<file path="config.mk">
export PLATFORM = sky130hd
export DESIGN_NAME = pes_bcd_digit_entry
export DESIGN_NICKNAME = d
export VERILOG_FILES = /design/src/rtl/pes_bcd_digit_entry.sv
export SDC_FILE = /design/constraint.sdc
export NUM_CORES = 1
export LEC_CHECK = 0
export ABC_AREA = 1
export ABC_CLOCK_PERIOD_IN_PS = 3700
export BUFFER_PORTS_ARGS = -buffer_cell sky130_fd_sc_hd__buf_2
export CORE_MARGIN = 2
export CORE_UTILIZATION = 52
export DETAILED_ROUTE_END_ITERATION = 7
export MAX_ROUTING_LAYER = met4
export PLACE_DENSITY = 0.81
export SKIP_CTS_REPAIR_TIMING = 1
export SYNTH_ARGS = -nofsm -noshare
export SYNTH_HDL_FRONTEND = slang
export SYNTH_SLANG_ARGS = --single-unit
export TNS_END_PERCENT = 50
</file>
<file path="constraint.sdc">
create_clock -name clk -period 3.7 [get_ports clk]
set_input_delay 0.185 -clock clk [delete_from_list [all_inputs] [get_ports clk]]
set_output_delay 0.185 -clock clk [all_outputs]
set_load 0.01 [all_outputs]
</file>
<file path="src/rtl/pes_bcd_digit_entry.sv">
// pes_bcd_digit_entry: collects up to two ASCII decimal digits and a terminator,
// then hands the BCD digits to the bcd2bin converter using its
// start/ready/done_tick handshake. Bad input gives a one-cycle err_tick.
// Optional idle timeout in D1/D2 is enabled by defining DIGIT_ENTRY_TIMEOUT_EN.
module pes_bcd_digit_entry #(
  parameter logic [7:0]  TERM_CHAR      = 8'h0D,
  parameter logic [7:0]  CLR_CHAR       = 8'h1B,
  parameter int unsigned TIMEOUT_CYCLES = 1000
) (
  input  logic       clk,
  input  logic       rst_n,
  input  logic       char_valid,
  input  logic [7:0] char_in,
  output logic       char_ready,
  input  logic       conv_ready,
  input  logic       conv_done,
  output logic       start,
  output logic [3:0] dig1,
  output logic [3:0] dig0,
  output logic       err_tick,
  output logic       busy
);

  typedef enum logic [2:0] {
    S_IDLE,
    S_D1,
    S_D2,
    S_REQ,
    S_RUN
  } state_t;

  // Last counter value before the timeout fires.
  localparam logic [15:0] TIMEOUT_LIMIT = 16'(TIMEOUT_CYCLES - 1);

  state_t     state;
  logic       accept;
  logic       is_digit;
  logic [3:0] digit_val;

  assign char_ready = (state == S_IDLE) || (state == S_D1) || (state == S_D2);
  assign busy       = (state == S_REQ) || (state == S_RUN);
  assign accept     = char_valid & char_ready;
  assign is_digit   = (char_in >= 8'h30) && (char_in <= 8'h39);
  assign digit_val  = char_in[3:0];

`ifdef DIGIT_ENTRY_TIMEOUT_EN
  logic [15:0] idle_cnt;
`else
  logic unused_timeout;
  assign unused_timeout = ^TIMEOUT_LIMIT;
`endif

  // Entry state machine with registered digits, start and error pulse.
  always_ff @(posedge clk or negedge rst_n) begin
    if (!rst_n) begin
      state    <= S_IDLE;
      start    <= 1'b0;
      dig1     <= '0;
      dig0     <= '0;
      err_tick <= 1'b0;
`ifdef DIGIT_ENTRY_TIMEOUT_EN
      idle_cnt <= '0;
`endif
    end else begin
      err_tick <= 1'b0;
      case (state)
        S_IDLE, S_D1, S_D2: begin
          if (accept) begin
`ifdef DIGIT_ENTRY_TIMEOUT_EN
            idle_cnt <= '0;
`endif
            if (is_digit) begin
              if (state == S_IDLE) begin
                dig1  <= '0;
                dig0  <= digit_val;
                state <= S_D1;
              end else if (state == S_D1) begin
                dig1  <= dig0;
                dig0  <= digit_val;
                state <= S_D2;
              end else begin
                err_tick <= 1'b1;
                dig1     <= '0;
                dig0     <= '0;
                state    <= S_IDLE;
              end
            end else if (char_in == TERM_CHAR) begin
              if (state != S_IDLE) state <= S_REQ;
            end else if (char_in == CLR_CHAR) begin
              dig1  <= '0;
              dig0  <= '0;
              state <= S_IDLE;
            end else begin
              err_tick <= 1'b1;
              dig1     <= '0;
              dig0     <= '0;
              state    <= S_IDLE;
            end
          end
`ifdef DIGIT_ENTRY_TIMEOUT_EN
          else if (state != S_IDLE) begin
            if (idle_cnt == TIMEOUT_LIMIT) begin
              err_tick <= 1'b1;
              dig1     <= '0;
              dig0     <= '0;
              idle_cnt <= '0;
              state    <= S_IDLE;
            end else begin
              idle_cnt <= idle_cnt + 16'd1;
            end
          end else begin
            idle_cnt <= '0;
          end
`endif
        end
        S_REQ: begin
          if (conv_ready) begin
            state <= S_RUN;
            start <= 1'b1;
          end
        end
        S_RUN: begin
          if (conv_done) begin
            state <= S_IDLE;
            start <= 1'b0;
            dig1  <= '0;
            dig0  <= '0;
          end
        end
        default: begin
          state <= S_IDLE;
          start <= 1'b0;
          dig1  <= '0;
          dig0  <= '0;
        end
      endcase
    end
  end

endmodule

</file>
# After elaboration in Yosys (flattened, before gate mapping)
# Cells that the tools add are included.
[word_totals]
regBits = 13
latch_bits = 0
ram_bits = 0
rom_bits = 0
inputBits = 13
out_inout_bits = 12
word_cells = 62
mem_count = 0
[classes]
add_sub_neg = 0
multipliers = 0
div_mod_pow = 0
magnitude_cmp = 2
eq_ne = 11
shifts = 0
n_mux = 31
bitwise_logic = 3
n_reduce_logical = 10
[op_table]
columns = ["cell", "count"]
rows = [
  ["$mux 4", 10],
  ["$pmux 4 s3", 2],
  ["$mux 3", 6],
  ["$mux 1", 9],
  ["$pmux 3 s3", 1],
  ["$eq 8x4->1 const B", 1],
  ["$eq 8x5->1 const B", 1],
  ["$ge 8x6->1 const B", 1],
  ["$le 8x6->1 const B", 1],
  ["$reduce_and 4->1", 2],
  ["$eq 3x2->1 const B", 2],
  ["$ne 2x2->1 const B", 3],
  ["$mux 2", 2],
  ["$ne 4x4->1 const B", 1],
  ["$eq 3x1->1 const B", 1],
  ["$eq 3x3->1 const B", 1],
  ["$logic_not 3->1", 1],
  ["$logic_or 1x1->1", 3],
  ["$ne 3x3->1 const B", 1],
  ["$pmux 1 s3", 1],
  ["$reduce_and 3->1", 1],
  ["$reduce_bool 3->1", 1],
  ["$reduce_or 3->1", 1],
  ["$not 1->1", 2],
  ["other kinds (2)", 2],
]

# Depth between registers and ports, before layout
# Gate-level depths: netlist (run 1).
[logic_depth]
depth_word = 6
ltp_mapped = 8
mapped_depth_nobuf = 7

# Worst setup path after synthesis (run 1)
# Ideal clock, no wire load.
[synth_timing]
path_type = "reg2reg"
from = "register state[0]"
to = "register dig0[3]"
setup_time_ns = 0.074
arrival_ns = 1.117
t_required_ns = 3.626
path_slack_ns = 2.509
stages_incl_launch_ff = 9
n_path_buf = 1
synth_period_minus_slack_ns = 1.191
path_cell_list = "dfrtp_1 -> nand2_1 -> nand2_1 -> inv_2 -> nand3_2 -> nand2_4 -> buf_8 -> nand2_2 -> o21ai_2"
[synth_between]
elab_chain_cells = 6
word_cells_on_any_way = 19
cone_classes = "eq/ne (7); mux (5); bitwise (2); reduce/logical (5)"
[synth_lines]
columns = ["element", "line", "source"]
rows = [
  ["from (decl)", "35", "state_t state;"],
  ["from (signal assigned)", "56", "state <= S_IDLE;"],
  ["from (signal assigned)", "76", "state <= S_D1;"],
  ["from (signal assigned)", "80", "state <= S_D2;"],
  ["$eq 3x1->1 / $logic_not 3->1 (equally long branches)", "40", "assign char_ready = (state == S_IDLE) || (state == S_D1) || (state == S_D2);"],
  ["$logic_or 1x1->1", "40", ""],
  ["$logic_or 1x1->1 (*)", "40", ""],
  ["via char_ready", "14", "output logic char_ready,"],
  ["$and 1x1->1 (*)", "42", "assign accept = char_valid & char_ready;"],
  ["$ne 2x2->1 (no line) (*)", "n/a", ""],
  ["$reduce_and 4->1 (no line) (*)", "n/a", ""],
  ["to (signal assigned)", "75", "dig0 <= digit_val;"],
  ["to (signal assigned)", "79", "dig0 <= digit_val;"],
  ["to (decl)", "19", "output logic [3:0] dig0,"],
]
# The timed path passes the listed nets; every way through them passes the cells marked *. The select of a mux whose other input is x is not followed.
# A chain may end at the register's enable or synchronous reset.

# Final worst setup path (run 1)
[layout_timing]
from = "register state[2]"
to = "register state[1]"
[layout_between]
elab_chain_cells = 6
word_cells_on_any_way = 20
cone_classes = "eq/ne (8); mux (5); bitwise (1); reduce/logical (6)"
[layout_lines]
columns = ["element", "line"]
rows = [
  ["$eq 3x1->1 / $logic_not 3->1 (equally long branches)", "n/a"],
  ["$mux 2 / $logic_or 1x1->1 (equally long branches)", "77, 40"],
  ["$mux 2 / $logic_or 1x1->1 (equally long branches)", "73, 40"],
  ["$mux 3 / $and 1x1->1 (equally long branches)", "72, 42"],
  ["$mux 3 / $ne 2x2->1 (equally long branches)", "n/a"],
  ["$pmux 3 s3 / $reduce_and 4->1 (equally long branches)", "n/a"],
]
# Parallel ways exist; a longest one is shown, timed or not. The select of a mux whose other input is x is not followed.

==> results.tsv, run 1 <==
stage	metric	value	unit
outcome	status	finished clean	
final_layout	fillCellCount	130	
timing	finalWorstSetupSlack	2.322	ns
synthesis	synth_nets	116	
synthesis	synth_xor_area_share	0	%
final_layout	layout_common_cells	25 x nand2_1, 24 x buf_2, 16 x nand3_1	
setup_path	r2r-start	state[2]	
floorplanning	die-height	43.00	µm
setup_path	cp-end-kind	flip-flop	
synthesis	yosysUniqueCellTypes	18	
final_layout	instances_no_fill	147	
final_layout	design_area	952.2	µm²
place	portBuffers	24	
clock_network	cts_sinks	13	
timing	period_share	37.26	%
clock_network	cts_root_buffer	clkbuf_4	
detailed_routing	drt_pass1_iterations	4	
setup_path	required	3.90	ns
worst_hold_path	min-delay-start	conv_done	
place	placed_cells	142	
clock_network	htree_levels	1	
timing	skew	0.003219	ns
timing	hold_violations	0	
final_layout	layout_commonest_cell	nand2_1	
grt	grt_pass1_vias	657	
grt	grt_use_total	19.22	%
synthesis	synth_top_area_cell	dfrtp_1	
synthesis	synthAdderAreaFrac	0	%
floorplanning	start_util	53.74	%
timing	slew_headroom	79.67	%
synthesis	synth-simple-area-share	37.97	%
clock_network	clockBufferDepth	2	
detailed_routing	ant_nets	0	
detailed_routing	wl	1636	µm
grt	grt_pass1_wl	2566	µm
setup_path	start_kind	flip-flop	
setup_path	path_max_fanout	7	
synthesis	synth_top_area_share	41.14	%
place	hpwlAfterDp	1277	µm
flow_run	drv_cap	0	
place	place_ws	2.351	ns
timing	rsz0062_at_grt	false	
clock_network	worstSkewPairLatency	0.28	ns
synthesis	ys_seq_elements	13	
final_layout	layout-drive-gt1-share	36.64	%
setup_path	criticalPathCategory	reg -> reg	
timing	maxSlewViolCount	0	
setup_path	critPathLaunch	state[2]	
synthesis	synth_top_family_by_area	simple AND/OR/NAND/NOR gates	
detailed_routing	first_iter_violations	19	
floorplanning	core	1471	µm²
grt	grt_max_degree	17	
detailed_routing	routedWlPerCell	11.13	µm
timing	fmax	725.5	MHz
final_layout	fin_util	64.71	%
timing	whs	0.2010	ns
place	gp_congestion	0.8534	
detailed_routing	vias	740	
synthesis	yosysWarnings	0	
clock_network	cts_buffers	3	
floorplanning	die_x	43.00	µm
synthesis	synthTopCellsByArea	dfrtp_1 41%, nand2_1 12%, nand3_1 10%	
timing	finalCriticalPeriod	1.378	ns
timing	tightest_slew	0.3047	ns
synthesis	yosysSeqAreaShare	41.14	%
timing	tns	0	ns
detailed_routing	viasPerCell	5.034	
place	placed_cell_area	915.9	µm²
timing	finalSetupViolCount	0	
power_and_ir_drop	p_total	271.9	µW
synthesis	syn_inst	103	
final_layout	layout.nets	145	
synthesis	syn_area_per_cell	7.677	µm²
detailed_routing	drc	0	
synthesis	synth_compound_area_share	12.34	%
grt	antenna_found_initial	0	
final_layout	synthToLayoutAreaGrowth	20.41	%
worst_hold_path	hold_path.class	in -> reg	
clock_network	clkTransAtPathRegs	0.08	ns
floorplanning	placementRows	14	
power_and_ir_drop	vdd_ir_drop_max	0.1279	mV
floorplanning	ios	25	
clock_network	cts_tree	yes	
power_and_ir_drop	power.density	285.6	nW/µm²
grt	grt_overflow	0	
synthesis	synthMuxAreaShare	0	%
power_and_ir_drop	p_leak	0.5297	nW
final_layout	insertedDiodeCount	0	
setup_path	worstPathArrival	1.58	ns
floorplanning	die-area	1849	µm²
synthesis	synth_area	790.8	µm²
[layer usage]
layer | share of wire, % | track usage (%) | vias up
li1 | - | - | 387
met1 | 46 | 21.47 | 324
met2 | 49 | 32.42 | 27
met3 | 4.5 | 3.404 | 2
met4 | 0.73 | 10.30 | 0
met5 | 0 | - | -
[worst paths after layout]
kind	endpoint	slack, ns	depth (start not counted)
worst max-delay path	state[1]	2.32	6
worst min-delay path	state[2]	0.20	4
worst max register to register	state[1]	2.32	6
worst min register to register	dig1[1]	0.49	2
max in group asynchronous	dig1[3]	3.15	2
min in group asynchronous	state[2]	0.31	2
[critical path, cell delays in order (launching register included)]
cell      delay (ns)
dfrtp_1         0.43
nor2_2          0.30
nand2_2         0.09
nand3b_1        0.22
nand2_2         0.13
nand2_1         0.05
o21ai_1         0.08
[cell families after synthesis]
logic type | after synthesis
AO/OA/AOI/OAI | 13
flip-flops | 13
AND/OR/NAND/NOR | 62
buffers and inverters | 15
[cell usage after synthesis (all sizes together)]
cell type,n
buf,1
dfrtp,13
inv,14
nand2,31
nand3,18
nand3b,1
nor2,11
nor3,1
o211ai,1
o21ai,12
[sequential cells by signal, indices dropped and copies added, names as in the netlist]
signal    flops
start         1
dig0          4
err_tick      1
dig1          4
state         3
[power by group]
part / internal, mW / switching [mW]
combinational: 0.0131 / 0.0230
sequential: 0.145 / 0.00211
clock: 0.0419 / 0.0473
total: 0.200 / 0.0724
[area by class of cell]
cell class                      instances  area, µm²  share of cell area, %
Multi-Input combinational cell         75      397.9                  41.79
Sequential cell                        13      325.3                  34.17
Timing Repair Buffer                   25      130.1                  13.67
Clock buffer                            4      26.28                  2.760
Tap cell                               16      20.02                  2.102
Inverter                               14      52.55                  5.519
Note: power is estimated with default switching activity, not from simulation.
==> run 2, diff against run 1 <==
ABC_AREA = 0   (was 1)
ABC_CLOCK_PERIOD_IN_PS = 1400   (was 3700)
CORE_UTILIZATION = 49   (was 52)
PLACE_DENSITY = 0.77   (was 0.81)
clock period = 1.4 ns   (was 3.7 ns; I/O delays follow)
==> results.tsv, run 2 <==
stage	metric	value	unit	change
setup_path	cpPeakStageDelay	0.52	ns	+0.09 ns
grt	grt_use_total	19.65	%	+0.43 points
clock_network	cts_tree	yes		
synthesis	synth-edff-count	0		unchanged
setup_path	slowest_stage	or4b_4		
detailed_routing	first_iter_violations	17		-2
timing	finalCriticalPeriod	1.563	ns	+0.1842 ns
setup_path	criticalPathCategory	reg -> reg		
grt	grt_pass1_wl	2684	µm	+4.6%
detailed_routing	viasPerCell	5.489		+9.0%
synthesis	yosysSeqAreaShare	41.07	%	-0.065 points
final_layout	design_area	1054	µm²	+11%
detailed_routing	vias	719		-2.8%
place	portBuffers	24		unchanged
setup_path	worstPathCellList	or4b_4, o21ai_4, a21oi_4, mux2_4		
synthesis	synthArstFlopShare	100.0	%	unchanged
final_layout	layout.nets	129		-11%
final_layout	synthToLayoutAreaGrowth	33.02	%	
place	placed_cells	126		-11%
setup_path	required	1.56	ns	-2.34 ns
floorplanning	placementRows	14		unchanged
worst_hold_path	hold_path.class	in -> reg		
setup_path	start_kind	flip-flop		
clock_network	htree_levels	1		unchanged
outcome	status	finished with violations		
floorplanning	die-height	44.21	µm	+2.8%
detailed_routing	drt_pass1_iterations	4		unchanged
timing	skew	0.008623	ns	+0.005404 ns
detailed_routing	drc	0		unchanged
final_layout	fillCellCount	116		-11%
clock_network	cts_buffers	3		unchanged
place	gp_congestion	0.8328		-2.4%
synthesis	syn_area_per_cell	9.778	µm²	+27%
synthesis	yosys_most_used_dff	dfrtp_1		
floorplanning	start_util	52.57	%	-1.2 points
synthesis	ys_seq_elements	13		unchanged
timing	period_share	111.6	%	+74 points
grt	antenna_found_initial	0		unchanged
final_layout	seqCellArea	326.6	µm²	+0.38%
floorplanning	die_x	44.21	µm	+2.8%
final_layout	layout_common_cells	24 x buf_2, 12 x dfrtp_1, 9 x nand2_1, 9 x buf_4, 6 x inv_1		
flow_run	drv_cap	0		unchanged
final_layout	largest_registers	dig0 x4, dig1 x4, state x3		
setup_path	r2r-start	state[0]		
setup_path	path_max_fanout	5		-2
synthesis	yosysUniqueCellTypes	31		+13
synthesis	synth_nets	94		-19%
worst_hold_path	hold_path_depth	3		-1
grt	grt_max_degree	14		-3
clock_network	clkTransAtPathRegs	0.09	ns	about the same
timing	rsz0062_at_grt	true		
timing	slew_headroom	79.89	%	+0.22 points
final_layout	multi_input_area	437.9	µm²	+10%
detailed_routing	routedWlPerCell	13.52	µm	+21%
timing	hold_violations	0		unchanged
synthesis	synth_area	792.0	µm²	+0.16%
final_layout	insertedDiodeCount	0		unchanged
power_and_ir_drop	p_leak	0.5470	nW	+3.3%
power_and_ir_drop	vdd_ir_drop_max	0.6401	mV	+400%
floorplanning	ios	25		unchanged
synthesis	synth.most_common_cell	dfrtp_1		
floorplanning	die-area	1954	µm²	+5.7%
place	hpwlAfterDp	1278	µm	+0.14%
grt	grt_pass1_vias	634		-3.5%
clock_network	cts_root_buffer	clkbuf_4		
synthesis	syn_inst	81		-21%
setup_path	worstPathArrival	1.72	ns	+0.14 ns
timing	finalSetupViolCount	11		+11
worst_hold_path	min-delay-start	char_valid		
synthesis	synthTopCellsByArea	dfrtp_1 41%, mux2_4 7.6%, mux2i_1 5.1%		
detailed_routing	ant_nets	0		unchanged
setup_path	timing.rr.end	dig1[2]		
synthesis	synth_top_area_share	41.07	%	-0.065 points
clock_network	cts_sinks	13		unchanged
outcome	violations	negative setup slack		
final_layout	layout_commonest_cell	buf_2		
place	placed_cell_area	980.9	µm²	+7.1%
setup_path	r2r_setup_slack	-0.16	ns	-2.48 ns
synthesis	synth_top_area_cell	dfrtp_1		
timing	tightest_slew	0.3017	ns	-0.002949 ns
grt	grt_overflow	0		unchanged
timing	fmax	639.9	MHz	-12%
timing	finalWorstSetupSlack	-0.1626	ns	-2.484 ns
final_layout	instances_no_fill	131		-11%
synthesis	synth_top_cells_by_count	13 x dfrtp_1, 9 x nand2_1, 6 x inv_1		
setup_path	cp-end-kind	flip-flop		
detailed_routing	wl	1771	µm	+8.3%
floorplanning	core	1506	µm²	+2.4%
clock_network	worstSkewPairLatency	0.27	ns	about the same
timing	maxSlewViolCount	0		unchanged
power_and_ir_drop	power.density	1180	nW/µm²	+310%
synthesis	yosysWarnings	0		unchanged
setup_path	r2r_cells	4		-2
final_layout	layout-drive-gt1-share	44.35	%	+7.7 points
clock_network	clockBufferDepth	2		unchanged
worst_hold_path	hold_path_end	err_tick		
-- run 2: cell types whose count changed after synthesis, sizes merged, moves of 5 or more --
cell,delta
a21oi,+5
and3,+5
inv,-8
nand2,-22
nand3,-17
nor2,-6
o21ai,-7
-- run 2: final cells by class --
| class | count | area share, % |
|---|---|---|
| Timing Repair Buffer | 36 | 20.90 |
| Inverter | 6 | 2.138 |
| Sequential cell | 13 | 31.00 |
| Tap cell | 16 | 1.900 |
| Multi-Input combinational cell | 56 | 41.57 |
| Clock buffer | 4 | 2.494 |
-- run 2: worst max-delay path by stage --
stage	start	to	slack (ns)
floorplan	state[0]	dig1[0]	-0.19
global placement	state[1]	dig1[0]	-0.10
detailed placement	state[1]	dig0[2]	-0.15
CTS	state[1]	state[0]	-0.19
global route	state[1]	state[0]	-0.21
finish	state[0]	dig1[2]	-0.16
-- run 2: logic make-up after synthesis --
family / Yosys count / synth area share [%]
flip-flops: 13 / 41.07
multiplexers: 8 / 12.64
AO/OA/AOI/OAI: 19 / 17.70
buffers and inverters: 12 / 7.108
AND/OR/NAND/NOR: 29 / 21.48
-- run 2: power breakdown --
part	total, mW	switching (mW)	internal, mW	leakage, nW
Combinational	0.552	0.280	0.272	0.357
Sequential	0.456	0.0378	0.418	0.175
Clock	0.235	0.125	0.110	0.0150
Total	1.24	0.443	0.800	0.547
-- run 2: stage by stage --
stage | power (mW) | hold WS, ns | utilization [%] | setup TNS [ns] | setup slack, ns
2_1_floorplan | 0.7639 | -0.2256 | - | -1.065 | -0.1947
3_3_place_gp | 0.9603 | -0.03150 | 65.12 | -0.8993 | -0.1023
3_5_place_dp | 0.9682 | -0.02813 | 65.12 | -1.444 | -0.1545
4_1_cts | 1.202 | -0.3318 | 66.86 | -1.878 | -0.1870
5_1_grt | 1.307 | 0.04328 | 69.93 | -2.076 | -0.2071
6_report | 1.243 | 0.04618 | 69.93 | -1.421 | -0.1626
-- run 2: per-layer routing --
metal / track usage (%) / wire length, µm / up-vias / share of wire [%]
li1: - / - / 353 / -
met1: 23.64 / 752 / 332 / 42
met2: 31.18 / 877 / 32 / 50
met3: 3.673 / 120 / 2 / 6.8
met4: 10.30 / 20 / 0 / 1.1
met5: - / 0 / - / 0
-- run 2: critical path, delay by kind of cell (launching register included) --
family,cells,cell delay (ns)
flops,1,0.45
mux,1,0.30
simple gates,1,0.52
compound gates,2,0.17
==> run 3, diff against run 2 <==
CORE_MARGIN = default   (was 2)
==> results.tsv, run 3 (synthesis gave the netlist of run 2 again) <==
stage	metric	value	unit	change
setup_path	r2r-start	state[0]		
place	placed_cells	126		unchanged
setup_path	criticalPathCategory	reg -> reg		
detailed_routing	first_iter_violations	10		-7
timing	hold_violations	0		unchanged
clock_network	cts_sinks	13		unchanged
power_and_ir_drop	vdd_ir_drop_max	0.5972	mV	-6.7%
setup_path	worstPathCellList	or4b_4, o21ai_4, a21oi_4, mux2_4		
timing	finalSetupViolCount	12		+1
detailed_routing	vias	733		+1.9%
worst_hold_path	min-delay-start	char_valid		
setup_path	slowest_stage	or4b_4		
worst_hold_path	hold_path_depth	3		unchanged
setup_path	cp-end-kind	flip-flop		
final_layout	insertedDiodeCount	0		unchanged
floorplanning	ios	25		unchanged
setup_path	r2r_cells	4		unchanged
timing	skew	0.006739	ns	-0.001884 ns
timing	fmax	626.7	MHz	-2.1%
flow_run	drv_cap	0		unchanged
clock_network	cts_root_buffer	clkbuf_4		
grt	grt_overflow	0		unchanged
detailed_routing	drc	0		unchanged
detailed_routing	wl	1799	µm	+1.6%
timing	rsz0062_at_grt	true		
place	place_ws	-0.2095	ns	-0.05501 ns
timing	period_share	114.0	%	+2.4 points
setup_path	timing.rr.end	dig1[3]		
final_layout	fin_util	71.35	%	+1.4 points
setup_path	r2r_setup_slack	-0.20	ns	-0.03 ns
final_layout	layout-drive-gt1-share	46.15	%	+1.8 points
floorplanning	core	1506	µm²	unchanged
timing	tightest_slew	0.2972	ns	-0.004518 ns
setup_path	critPathLaunch	state[0]		
outcome	violations	negative setup slack		
grt	grt_pass1_vias	624		-1.6%
timing	finalCriticalPeriod	1.596	ns	+0.03296 ns
place	portBuffers	24		unchanged
power_and_ir_drop	power.density	1130	nW/µm²	-4.2%
grt	grt_use_total	20.72	%	+1.1 points
final_layout	layout_commonest_cell	buf_2		
clock_network	htree_levels	1		unchanged
place	hpwlAfterDp	1327	µm	+3.8%
final_layout	synthToLayoutAreaGrowth	35.70	%	
clock_network	worstSkewPairLatency	0.27	ns	about the same
floorplanning	die-area	1781	µm²	-8.8%
place	gp_congestion	0.8518		+2.3%
detailed_routing	viasPerCell	5.511		+0.41%
grt	grt_max_degree	14		unchanged
final_layout	layout_common_cells	24 x buf_2, 11 x dfrtp_1, 11 x buf_4		
setup_path	worst-path-buf-inv	0		unchanged
timing	finalWorstSetupSlack	-0.1956	ns	-0.03296 ns
final_layout	layout.nets	131		+1.6%
clock_network	cts_tree	yes		
setup_path	required	1.55	ns	about the same
floorplanning	die-height	42.21	µm	-4.5%
clock_network	clkTransAtPathRegs	0.08	ns	about the same
detailed_routing	routedWlPerCell	13.53	µm	about the same
clock_network	cts_buffers	3		unchanged
setup_path	cpPeakStageDelay	0.52	ns	about the same
setup_path	path_max_fanout	6		+1
grt	antenna_found_initial	0		unchanged
clock_network	clockBufferDepth	2		unchanged
detailed_routing	ant_nets	0		unchanged
floorplanning	start_util	52.57	%	unchanged
setup_path	path_delay_family	simple AND/OR/NAND/NOR gates		
power_and_ir_drop	p_leak	0.5579	nW	+2.0%
final_layout	largest_registers	dig0 x4, dig1 x4, state x3		
setup_path	start_kind	flip-flop		
detailed_routing	drt_pass1_iterations	4		unchanged
final_layout	instances_no_fill	133		+1.5%
timing	maxSlewViolCount	0		unchanged
floorplanning	placementRows	14		unchanged
grt	grt_pass1_wl	2746	µm	+2.3%
floorplanning	die_x	42.21	µm	-4.5%
outcome	status	finished with violations		
worst_hold_path	hold_path.class	in -> reg		
timing	tns	-1.733	ns	-0.3116 ns
worst_hold_path	hold_path_end	err_tick		
timing	slew_headroom	80.19	%	+0.30 points
setup_path	worstPathArrival	1.75	ns	+0.03 ns
## run 3: cell count changes in the layout (fill, tap and decap cells not counted), sizes merged
cell  previous run  this run
buf             35        37
## run 3: worst max-delay path by stage
| stage | to | slack [ns] | cells past startpoint |
|---|---|---|---|
| floorplan | dig1[0] | -0.19 | 5 |
| finish | dig1[3] | -0.20 | 4 |
| global placement | dig1[3] | -0.17 | 4 |
| global route | dig1[0] | -0.24 | 4 |
| detailed placement | dig1[3] | -0.21 | 4 |
| CTS | dig1[3] | -0.23 | 4 |
## run 3: metrics by stage
step	hold slack (ns)	area, µm²	total power [mW]
6_report	0.06402	1075	1.215
5_1_grt	0.06840	1075	1.292
4_1_cts	-0.3226	1020	1.182
3_5_place_dp	-0.02626	993.5	0.9524
3_3_place_gp	-0.03150	993.5	0.9380
2_1_floorplan	-0.2256	792.0	0.7639
## run 3: per-layer routing
layer,global-route usage [%],wire length [µm],up-vias
li1,-,-,360
met1,27.47,799,350
met2,32.62,931,21
met3,2.586,55,2
met4,7.500,13,0
met5,-,0,-
## run 3: final cells by class
type / instances / area, µm²
inverters: 6 / 22.52
flip-flops and latches: 13 / 327.8
repair buffers: 38 / 244.0
fillers: 118 / 431.7
well taps: 16 / 20.02
multi-input cells: 56 / 434.2
clock buffers: 4 / 26.28
## run 3: tightest hold or removal path, delay by kind of cell
family,cells,cell delay (ns)
AND/OR/NAND/NOR,1,0.07
buffers and inverters,1,0.12
AO/OA/AOI/OAI,1,0.04
## run 3: where the power goes
group / internal [mW] / total [mW] / switching, mW / leakage (nW)
logic: 0.258 / 0.513 / 0.255 / 0.369
registers: 0.420 / 0.475 / 0.0550 / 0.173
clock network: 0.110 / 0.227 / 0.117 / 0.0150
